--- src/rtl/ctl_pkg.sv ---
// ctl_pkg: shared types and constants for the ctl_seq sequencer.
//   state_e   - FSM state encoding (IF, ID, EX, MEM, WB, HALT)
//   iclass_e  - decoded instruction class
//   OPC_*     - RV32 major opcodes recognised by the decoder
//   ALU_*     - ALU operation codes driven to yEX
package ctl_pkg;

  typedef enum logic [2:0] {
    ST_IF   = 3'd0,
    ST_ID   = 3'd1,
    ST_EX   = 3'd2,
    ST_MEM  = 3'd3,
    ST_WB   = 3'd4,
    ST_HALT = 3'd5
  } state_e;

  typedef enum logic [2:0] {
    CL_R     = 3'd0,
    CL_IALU  = 3'd1,
    CL_LOAD  = 3'd2,
    CL_STORE = 3'd3,
    CL_BEQ   = 3'd4,
    CL_JAL   = 3'd5,
    CL_ILL   = 3'd6
  } iclass_e;

  localparam logic [6:0] OPC_R     = 7'h33;
  localparam logic [6:0] OPC_IALU  = 7'h13;
  localparam logic [6:0] OPC_LOAD  = 7'h03;
  localparam logic [6:0] OPC_STORE = 7'h23;
  localparam logic [6:0] OPC_BEQ   = 7'h63;
  localparam logic [6:0] OPC_JAL   = 7'h6F;

  localparam logic [2:0] ALU_ADD = 3'b010;
  localparam logic [2:0] ALU_SUB = 3'b110;
  localparam logic [2:0] ALU_AND = 3'b000;
  localparam logic [2:0] ALU_OR  = 3'b001;
  localparam logic [2:0] ALU_SLT = 3'b111;

  // Classes that finish in EX (no MEM/WB phase).
  function automatic logic ends_in_ex(input iclass_e cls);
    return (cls == CL_BEQ) || (cls == CL_JAL);
  endfunction

endpackage

--- src/rtl/ctl_seq_if.sv ---
// ctl_seq_if: datapath-facing signals of the ctl_seq sequencer.
//   master - datapath side (drives run, ins, zero, PCp4, branch, jTarget)
//   slave  - sequencer side (drives PCin, control strobes, op, retire,
//            icount, trap)
// CNT_W must match the CNT_W of the ctl_seq instance it connects to.
interface ctl_seq_if #(parameter int CNT_W = 16);

  logic             run;
  logic [31:0]      ins;
  logic             zero;
  logic [31:0]      PCp4;
  logic [31:0]      branch;
  logic [31:0]      jTarget;

  logic [31:0]      PCin;
  logic             RegWrite;
  logic             ALUSrc;
  logic [2:0]       op;
  logic             MemRead;
  logic             MemWrite;
  logic             Mem2Reg;
  logic             retire;
  logic [CNT_W-1:0] icount;
  logic             trap;

  modport master (
    output run, ins, zero, PCp4, branch, jTarget,
    input  PCin, RegWrite, ALUSrc, op, MemRead, MemWrite, Mem2Reg,
           retire, icount, trap
  );

  modport slave (
    input  run, ins, zero, PCp4, branch, jTarget,
    output PCin, RegWrite, ALUSrc, op, MemRead, MemWrite, Mem2Reg,
           retire, icount, trap
  );

endinterface

--- src/rtl/ctl_decode.sv ---
// ctl_decode: combinational instruction decoder for ctl_seq.
//   i_ins     in  32  instruction word
//   o_class   out     instruction class (CL_ILL for anything unsupported)
//   o_op      out 3   ALU operation
//   o_alusrc  out 1   ALU B-operand select (0 = rd2, 1 = imm)
// Build option: CTL_SEQ_JAL_EN decodes opcode 6F as JAL; without it 6F
// is illegal.
module ctl_decode
  import ctl_pkg::*;
(
  input  logic [31:0] i_ins,
  output iclass_e     o_class,
  output logic [2:0]  o_op,
  output logic        o_alusrc
);

`ifdef CTL_SEQ_JAL_EN
  localparam bit JAL_EN = 1'b1;
`else
  localparam bit JAL_EN = 1'b0;
`endif

  logic [6:0] w_opc;
  logic [2:0] w_f3;
  logic [6:0] w_f7;

  assign w_opc = i_ins[6:0];
  assign w_f3  = i_ins[14:12];
  assign w_f7  = i_ins[31:25];

  always_comb begin
    o_class  = CL_ILL;
    o_op     = ALU_ADD;
    o_alusrc = 1'b0;
    case (w_opc)
      OPC_R: begin
        o_class = CL_R;
        // Only the five supported R functions; everything else traps.
        case ({w_f7, w_f3})
          10'b0000000_000: o_op = ALU_ADD;
          10'b0100000_000: o_op = ALU_SUB;
          10'b0000000_111: o_op = ALU_AND;
          10'b0000000_110: o_op = ALU_OR;
          10'b0000000_010: o_op = ALU_SLT;
          default:         o_class = CL_ILL;
        endcase
      end
      OPC_IALU: begin
        o_class  = CL_IALU;
        o_alusrc = 1'b1;
      end
      OPC_LOAD: begin
        o_class  = CL_LOAD;
        o_alusrc = 1'b1;
      end
      OPC_STORE: begin
        o_class  = CL_STORE;
        o_alusrc = 1'b1;
      end
      OPC_BEQ: begin
        if (w_f3 == 3'b000) begin
          o_class = CL_BEQ;
          o_op    = ALU_SUB;
        end
      end
      OPC_JAL: begin
        if (JAL_EN) begin
          o_class  = CL_JAL;
          o_alusrc = 1'b1;
        end
      end
      default: ;
    endcase
  end

endmodule

--- src/rtl/ctl_seq.sv ---
// ctl_seq: multi-cycle control sequencer for the yIF/yID/yEX/yDM/yWB
// RV32 datapath. Steps each instruction through its phases, drives the
// datapath strobes and ALU op, owns the PC and a retired-instruction
// counter, and halts with a sticky trap on unsupported instructions.
//   clk     in   system clock, rising edge
//   rst_n   in   asynchronous active-low reset
//   bus     slave modport of ctl_seq_if (run/ins/zero/PCp4/branch/jTarget
//           in; PCin/RegWrite/ALUSrc/op/MemRead/MemWrite/Mem2Reg/retire/
//           icount/trap out)
// Build option: CTL_SEQ_JAL_EN enables JAL (see ctl_decode).
//
// state | meaning
// IF    | wait for run, PC stable for fetch
// ID    | decode; illegal instructions go to HALT
// EX    | ALU phase; last phase for BEQ/JAL
// MEM   | data-memory phase for LOAD/STORE; last phase for STORE
// WB    | register writeback for R/IALU/LOAD
// HALT  | absorbing trap state, left only by reset
module ctl_seq
  import ctl_pkg::*;
#(
  parameter logic [31:0] RESET_PC = 32'h28,
  parameter int          CNT_W    = 16
) (
  input  logic     clk,
  input  logic     rst_n,
  ctl_seq_if.slave bus
);

  localparam logic [2:0] S_IF   = ST_IF;
  localparam logic [2:0] S_ID   = ST_ID;
  localparam logic [2:0] S_EX   = ST_EX;
  localparam logic [2:0] S_MEM  = ST_MEM;
  localparam logic [2:0] S_WB   = ST_WB;
  localparam logic [2:0] S_HALT = ST_HALT;

  logic [2:0]       r_state;
  logic [2:0]       w_state_nxt;
  logic [31:0]      r_pc;
  logic [31:0]      w_pc_nxt;
  logic [CNT_W-1:0] r_icnt;
  logic             r_trap;
  logic             w_last;

  iclass_e          w_class;
  logic [2:0]       w_op;
  logic             w_alusrc;

  ctl_decode u_decode (
    .i_ins    (bus.ins),
    .o_class  (w_class),
    .o_op     (w_op),
    .o_alusrc (w_alusrc)
  );

  always_comb begin
    w_last = 1'b0;
    case (r_state)
      S_EX:    w_last = ends_in_ex(w_class);
      S_MEM:   w_last = (w_class == CL_STORE);
      S_WB:    w_last = 1'b1;
      default: w_last = 1'b0;
    endcase
  end

  always_comb begin
    w_state_nxt = r_state;
    case (r_state)
      S_IF:    w_state_nxt = bus.run ? S_ID : S_IF;
      S_ID:    w_state_nxt = (w_class == CL_ILL) ? S_HALT : S_EX;
      S_EX: begin
        if (ends_in_ex(w_class))
          w_state_nxt = S_IF;
        else if ((w_class == CL_LOAD) || (w_class == CL_STORE))
          w_state_nxt = S_MEM;
        else
          w_state_nxt = S_WB;
      end
      S_MEM:   w_state_nxt = (w_class == CL_LOAD) ? S_WB : S_IF;
      S_WB:    w_state_nxt = S_IF;
      S_HALT:  w_state_nxt = S_HALT;
      default: w_state_nxt = S_HALT;
    endcase
  end

  // zero only matters here, on the edge leaving EX of a BEQ.
  always_comb begin
    if ((w_class == CL_BEQ) && bus.zero)
      w_pc_nxt = bus.branch;
    else if (w_class == CL_JAL)
      w_pc_nxt = bus.jTarget;
    else
      w_pc_nxt = bus.PCp4;
  end

  always_ff @(posedge clk or negedge rst_n) begin
    if (!rst_n) begin
      r_state <= S_IF;
      r_pc    <= RESET_PC;
      r_icnt  <= '0;
      r_trap  <= 1'b0;
    end else begin
      r_state <= w_state_nxt;
      if (w_last) begin
        r_pc   <= w_pc_nxt;
        r_icnt <= r_icnt + CNT_W'(1);
      end
      if ((r_state == S_ID) && (w_class == CL_ILL))
        r_trap <= 1'b1;
    end
  end

  // Strobes come straight from the state register, so an async reset
  // drops them immediately. WB is only reachable by writing classes.
  assign bus.RegWrite = (r_state == S_WB);
  assign bus.MemRead  = (w_class == CL_LOAD) &&
                        ((r_state == S_MEM) || (r_state == S_WB));
  assign bus.MemWrite = (w_class == CL_STORE) && (r_state == S_MEM);
  assign bus.Mem2Reg  = (w_class == CL_LOAD) && (r_state == S_WB);
  assign bus.retire   = w_last;
  assign bus.op       = ((r_state == S_EX) || (r_state == S_MEM) ||
                         (r_state == S_WB)) ? w_op : 3'b000;
  assign bus.ALUSrc   = ((r_state == S_ID) || (r_state == S_EX) ||
                         (r_state == S_MEM) || (r_state == S_WB)) ?
                        w_alusrc : 1'b0;
  assign bus.PCin     = r_pc;
  assign bus.icount   = r_icnt;
  assign bus.trap     = r_trap;

endmodule

--- src/flat_wrapper.sv ---
// flat-port wrapper written by rule: the top's interface ports become plain ports
module ctl_seq_flat import ctl_pkg::*;
#(
  parameter logic [31:0] RESET_PC = 32'h28,
  parameter int          CNT_W    = 16
)
  (clk, rst_n, bus_run, bus_ins, bus_zero, bus_PCp4, bus_branch, bus_jTarget, bus_PCin, bus_RegWrite, bus_ALUSrc, bus_op, bus_MemRead, bus_MemWrite, bus_Mem2Reg, bus_retire, bus_icount, bus_trap);
  ctl_seq_if #(.CNT_W(CNT_W)) bus_i ();
  input  logic clk;
  input  logic rst_n;
  input wire logic [$bits(bus_i.run)-1:0] bus_run;
  input wire logic [$bits(bus_i.ins)-1:0] bus_ins;
  input wire logic [$bits(bus_i.zero)-1:0] bus_zero;
  input wire logic [$bits(bus_i.PCp4)-1:0] bus_PCp4;
  input wire logic [$bits(bus_i.branch)-1:0] bus_branch;
  input wire logic [$bits(bus_i.jTarget)-1:0] bus_jTarget;
  output wire logic [$bits(bus_i.PCin)-1:0] bus_PCin;
  output wire logic [$bits(bus_i.RegWrite)-1:0] bus_RegWrite;
  output wire logic [$bits(bus_i.ALUSrc)-1:0] bus_ALUSrc;
  output wire logic [$bits(bus_i.op)-1:0] bus_op;
  output wire logic [$bits(bus_i.MemRead)-1:0] bus_MemRead;
  output wire logic [$bits(bus_i.MemWrite)-1:0] bus_MemWrite;
  output wire logic [$bits(bus_i.Mem2Reg)-1:0] bus_Mem2Reg;
  output wire logic [$bits(bus_i.retire)-1:0] bus_retire;
  output wire logic [$bits(bus_i.icount)-1:0] bus_icount;
  output wire logic [$bits(bus_i.trap)-1:0] bus_trap;
  assign bus_i.run = bus_run;
  assign bus_i.ins = bus_ins;
  assign bus_i.zero = bus_zero;
  assign bus_i.PCp4 = bus_PCp4;
  assign bus_i.branch = bus_branch;
  assign bus_i.jTarget = bus_jTarget;
  assign bus_PCin = bus_i.PCin;
  assign bus_RegWrite = bus_i.RegWrite;
  assign bus_ALUSrc = bus_i.ALUSrc;
  assign bus_op = bus_i.op;
  assign bus_MemRead = bus_i.MemRead;
  assign bus_MemWrite = bus_i.MemWrite;
  assign bus_Mem2Reg = bus_i.Mem2Reg;
  assign bus_retire = bus_i.retire;
  assign bus_icount = bus_i.icount;
  assign bus_trap = bus_i.trap;
  ctl_seq #(.RESET_PC(RESET_PC), .CNT_W(CNT_W)) u_core (.clk(clk), .rst_n(rst_n), .bus(bus_i));
endmodule
--- config.mk ---
export PLATFORM = sky130hd
export DESIGN_NAME = ctl_seq_flat
export DESIGN_NICKNAME = d
export VERILOG_FILES = /design/src/rtl/ctl_pkg.sv /design/src/rtl/ctl_seq_if.sv /design/src/rtl/ctl_decode.sv /design/src/rtl/ctl_seq.sv /design/src/flat_wrapper.sv
export SDC_FILE = /design/constraint.sdc
export NUM_CORES = 1
export LEC_CHECK = 0
export CAP_MARGIN = 30
export CELL_PAD_IN_SITES_DETAIL_PLACEMENT = 1
export CELL_PAD_IN_SITES_GLOBAL_PLACEMENT = 1
export CORE_MARGIN = 5
export CORE_UTILIZATION = 24
export DETAILED_ROUTE_END_ITERATION = 6
export PLACE_DENSITY_LB_ADDON = 0.1
export SLEW_MARGIN = 20
export SYNTH_ARGS = -nofsm -noshare
export SYNTH_HDL_FRONTEND = slang
export SYNTH_SLANG_ARGS = --single-unit
--- constraint.sdc ---
create_clock -name clk -period 2.63 [get_ports clk]
set_input_delay 0.263 -clock clk [delete_from_list [all_inputs] [get_ports clk]]
set_output_delay 0.263 -clock clk [all_outputs]
set_load 0.05 [all_outputs]
==> impl_metrics.tcl <==
set metrics [dict create \
    clkSinkCount 52 \
    antenna_found_initial 0 \
    vdd_ir_drop_max_mv 0.243 \
    finalNetCount 553 \
    grt_setup_unrepaired "false" \
    drt-total-wl_um 8760 \
    synth_top_area_share_pct 47.0 \
    numCtsBuffers 5 \
    wl_per_cell_um 15.6 \
    grt_pass1_wl_um 13900 \
    num-fill-cells 1243 \
    ctsRootBufferMaster "clkbuf_8" \
    crit_path_max_fanout 2 \
    place_area_um2 4400 \
    stdcell_count 561 \
    remaining_drc_errors 0 \
    track_usage_pct 13.1 \
    finalSetupViolations 0 \
    ys_types 40 \
    hold_path.class "input pin to async pin" \
    clk_latency_ps 310 \
    tns_ps 0 \
    hold_violations 0 \
    dpl_worst_slack_ps -125 \
    globalRouteOverflowTotal 0 \
    clkTransAtPathRegs_ps 100 \
    portBuffers 142 \
    h-tree-depth 2 \
    die_y_um 115 \
    powerDensity_nw_per_um2 596 \
    fin_ws_ps 107 \
    ant_nets 0 \
    synthToLayoutAreaGrowth_pct 70.9 \
    p_leak_nw 2.08 \
    arrival_ps 2260 \
    multi_input_area_um2 1310 \
    register_area_um2 1300 \
    crit_path_end_kind "output pin" \
    crit_type "input pin to output pin" \
    clock_skew_ps 10.1 \
    antenna_cells 0 \
    ioPinCount 190 \
    dp_cells 551 \
    final_common_cell "clkdlybuf4s50_1" \
    synthCells 267 \
    via_per_inst 4.53 \
    core-area_um2 10800 \
    vias 2544 \
    fmax_ghz 0.396 \
    drv_cap 0 \
    drive_gt1_share_pct 11.4 \
    first_pass_iters 4 \
    drv_slew 0 \
    relSlewSlack_pct 59.9 \
    worst_pin_slew_ps 598 \
    grt_pass1_vias 2755 \
    gp_congestion 0.740 \
    grt_start_max_net_pins 25 \
    syn_nets 400 \
    start_util_pct 24.6 \
    cts.path.max_buffers 2 \
    crit_required_ps 2370 \
    die_w_um 115 \
    fin_crit_sh_pct 95.9 \
    placementRows 38 \
    design_area_um2 4550 \
    yosysSeqAreaShare_pct 49.0 \
    layout_common_cells "clkdlybuf4s50_1, dfrtp_1, nor2_1" \
    status "completed" \
    startpoint_type "input pin" \
    ys_ff_latch 52 \
    ys_warn_count 0 \
    synth.avg_cell_area_um2 9.97 \
    hpwlAfterDp_um 7060 \
    syn_area_um2 2660 \
    yosys.area.top_type "dfrtp_1" \
    cts_tree "done" \
    first_iter_violations 27 \
    synth.area.top_cells "dfrtp_1, mux2i_1, a21oi_1, nor2_1, xnor2_1" \
    die_area_um2 13300 \
    layout_min_cycle_time_ps 2520 \
]
## path summary, 6_finish.rpt
| check | cells after the start | slack, ps | endpoint | startpoint |
|---|---|---|---|---|
| min in group clk | 1 | 480 | u_core.bus.icount[15]$_DFFE_PN0P_ | u_core.bus.icount[15]$_DFFE_PN0P_ |
| setup / recovery | 7 | 110 | bus_op[2] | bus_ins[26] |
| hold / removal | 2 | 360 | u_core.bus.PCin[11]$_DFFE_PN0P_ | rst_n |
| setup reg to reg | 5 | 380 | u_core.bus.icount[15]$_DFFE_PN0P_ | u_core.r_state[1]$_DFF_PN0_ |
| max in group asynchronous | 3 | 1660 | u_core.bus.PCin[19]$_DFFE_PN0P_ | rst_n |
| hold reg to reg | 1 | 480 | u_core.bus.icount[15]$_DFFE_PN0P_ | u_core.bus.icount[15]$_DFFE_PN0P_ |
## through the flow
step	hold WS, ps	util [%]	power, mW
after detailed placement	170	40.6	2.26
after global placement	166	40.6	2.24
final	362	42.0	2.71
after floorplan	-32.6	-	1.73
after CTS	357	41.8	2.76
after global routing	362	42.0	2.86
## report_power, final
part / switching (mW) / leakage (nW) / internal [mW] / total, mW
clock: 0.294 / 0.0445 / 0.190 / 0.485
sequential: 0.0825 / 0.611 / 0.952 / 1.03
combinational: 0.745 / 1.43 / 0.448 / 1.19
total: 1.12 / 2.08 / 1.59 / 2.71
## state kept, by name, indices dropped and copies added, names as in the netlist
register / count
u_core.bus.PCin: 32
u_core.bus.icount: 16
u_core.r_state: 3
u_core.bus.trap: 1
## cells in the mapped netlist
| cell | instances |
|---|---|
| dfrtp_1 | 50 |
| nor2_1 | 43 |
| a21oi_1 | 35 |
| mux2i_1 | 33 |
| xnor2_1 | 14 |
| nand2_1 | 13 |
| buf_2 | 12 |
| inv_1 | 6 |
| nand3_1 | 6 |
| nand4_1 | 6 |
| and2_1 | 4 |
| nor3_1 | 4 |
| a211oi_1 | 3 |
| clkbuf_1 | 3 |
| nand2b_1 | 3 |
| or4_1 | 3 |
| and3_1 | 2 |
| dfstp_2 | 2 |
| nor4_1 | 2 |
| o21ai_0 | 2 |
| xor2_1 | 2 |
| a21o_1 | 1 |
| a221oi_1 | 1 |
| a311oi_1 | 1 |
| and4_1 | 1 |
| ha_1 | 1 |
| mux2_2 | 1 |
| nand4b_1 | 1 |
| nand4bb_1 | 1 |
| nor3b_1 | 1 |
| nor4_2 | 1 |
| nor4b_2 | 1 |
| nor4bb_1 | 1 |
| o211a_1 | 1 |
| o21ba_2 | 1 |
| o311ai_4 | 1 |
| o31ai_1 | 1 |
| or2_2 | 1 |
| or3_1 | 1 |
| or3b_1 | 1 |
## logic make-up (layout without fill, tap and decap cells)
logic type | count (synthesis) | count (layout) | synth area share (%)
fa+ha+maj | 1 | 1 | 0.470
compound gates | 47 | 47 | 10.8
buf+inv | 21 | 175 | 3.52
mux | 34 | 34 | 12.8
flops | 52 | 52 | 49.0
xor+xnor | 16 | 16 | 5.26
simple gates | 96 | 96 | 18.2
## worst max-delay path: stages
cell and delay [ps]:
clkdlybuf4s50_1 410, or4_4 430, nor3_4 150, nand4_1 140
or4_4 520, a21oi_4 180, buf_12 150
## what timing repair did
item                                    in CTS  in global routing
endpoints found under the hold margin       10                  0
hold buffers                                 1                  0
endpoints found under the setup margin       1                  2
pin swaps                                    4                  5
gates resized for setup                      4                  5
setup buffers                                1                  0
## metal layers
metal  track usage, %  vias to the layer above  share of wire, %
met2             23.0                       70                50
met3             3.11                        6               6.4
met5                0                        -                 0
li1                 -                     1242                 -
met4             2.58                        0              0.78
met1             16.4                     1226                43
## layout make-up
| cell class | instances | area share, % |
|---|---|---|
| timing repair buffer | 161 | 36.2 |
| inverter | 6 | 0.495 |
| tap | 140 | 3.85 |
| clock buffer | 5 | 1.51 |
| multi-input combinational | 194 | 28.8 |
| clock inverter | 3 | 0.467 |
| sequential | 52 | 28.7 |
No activity file was read; power rests on OpenSTA's default activity.
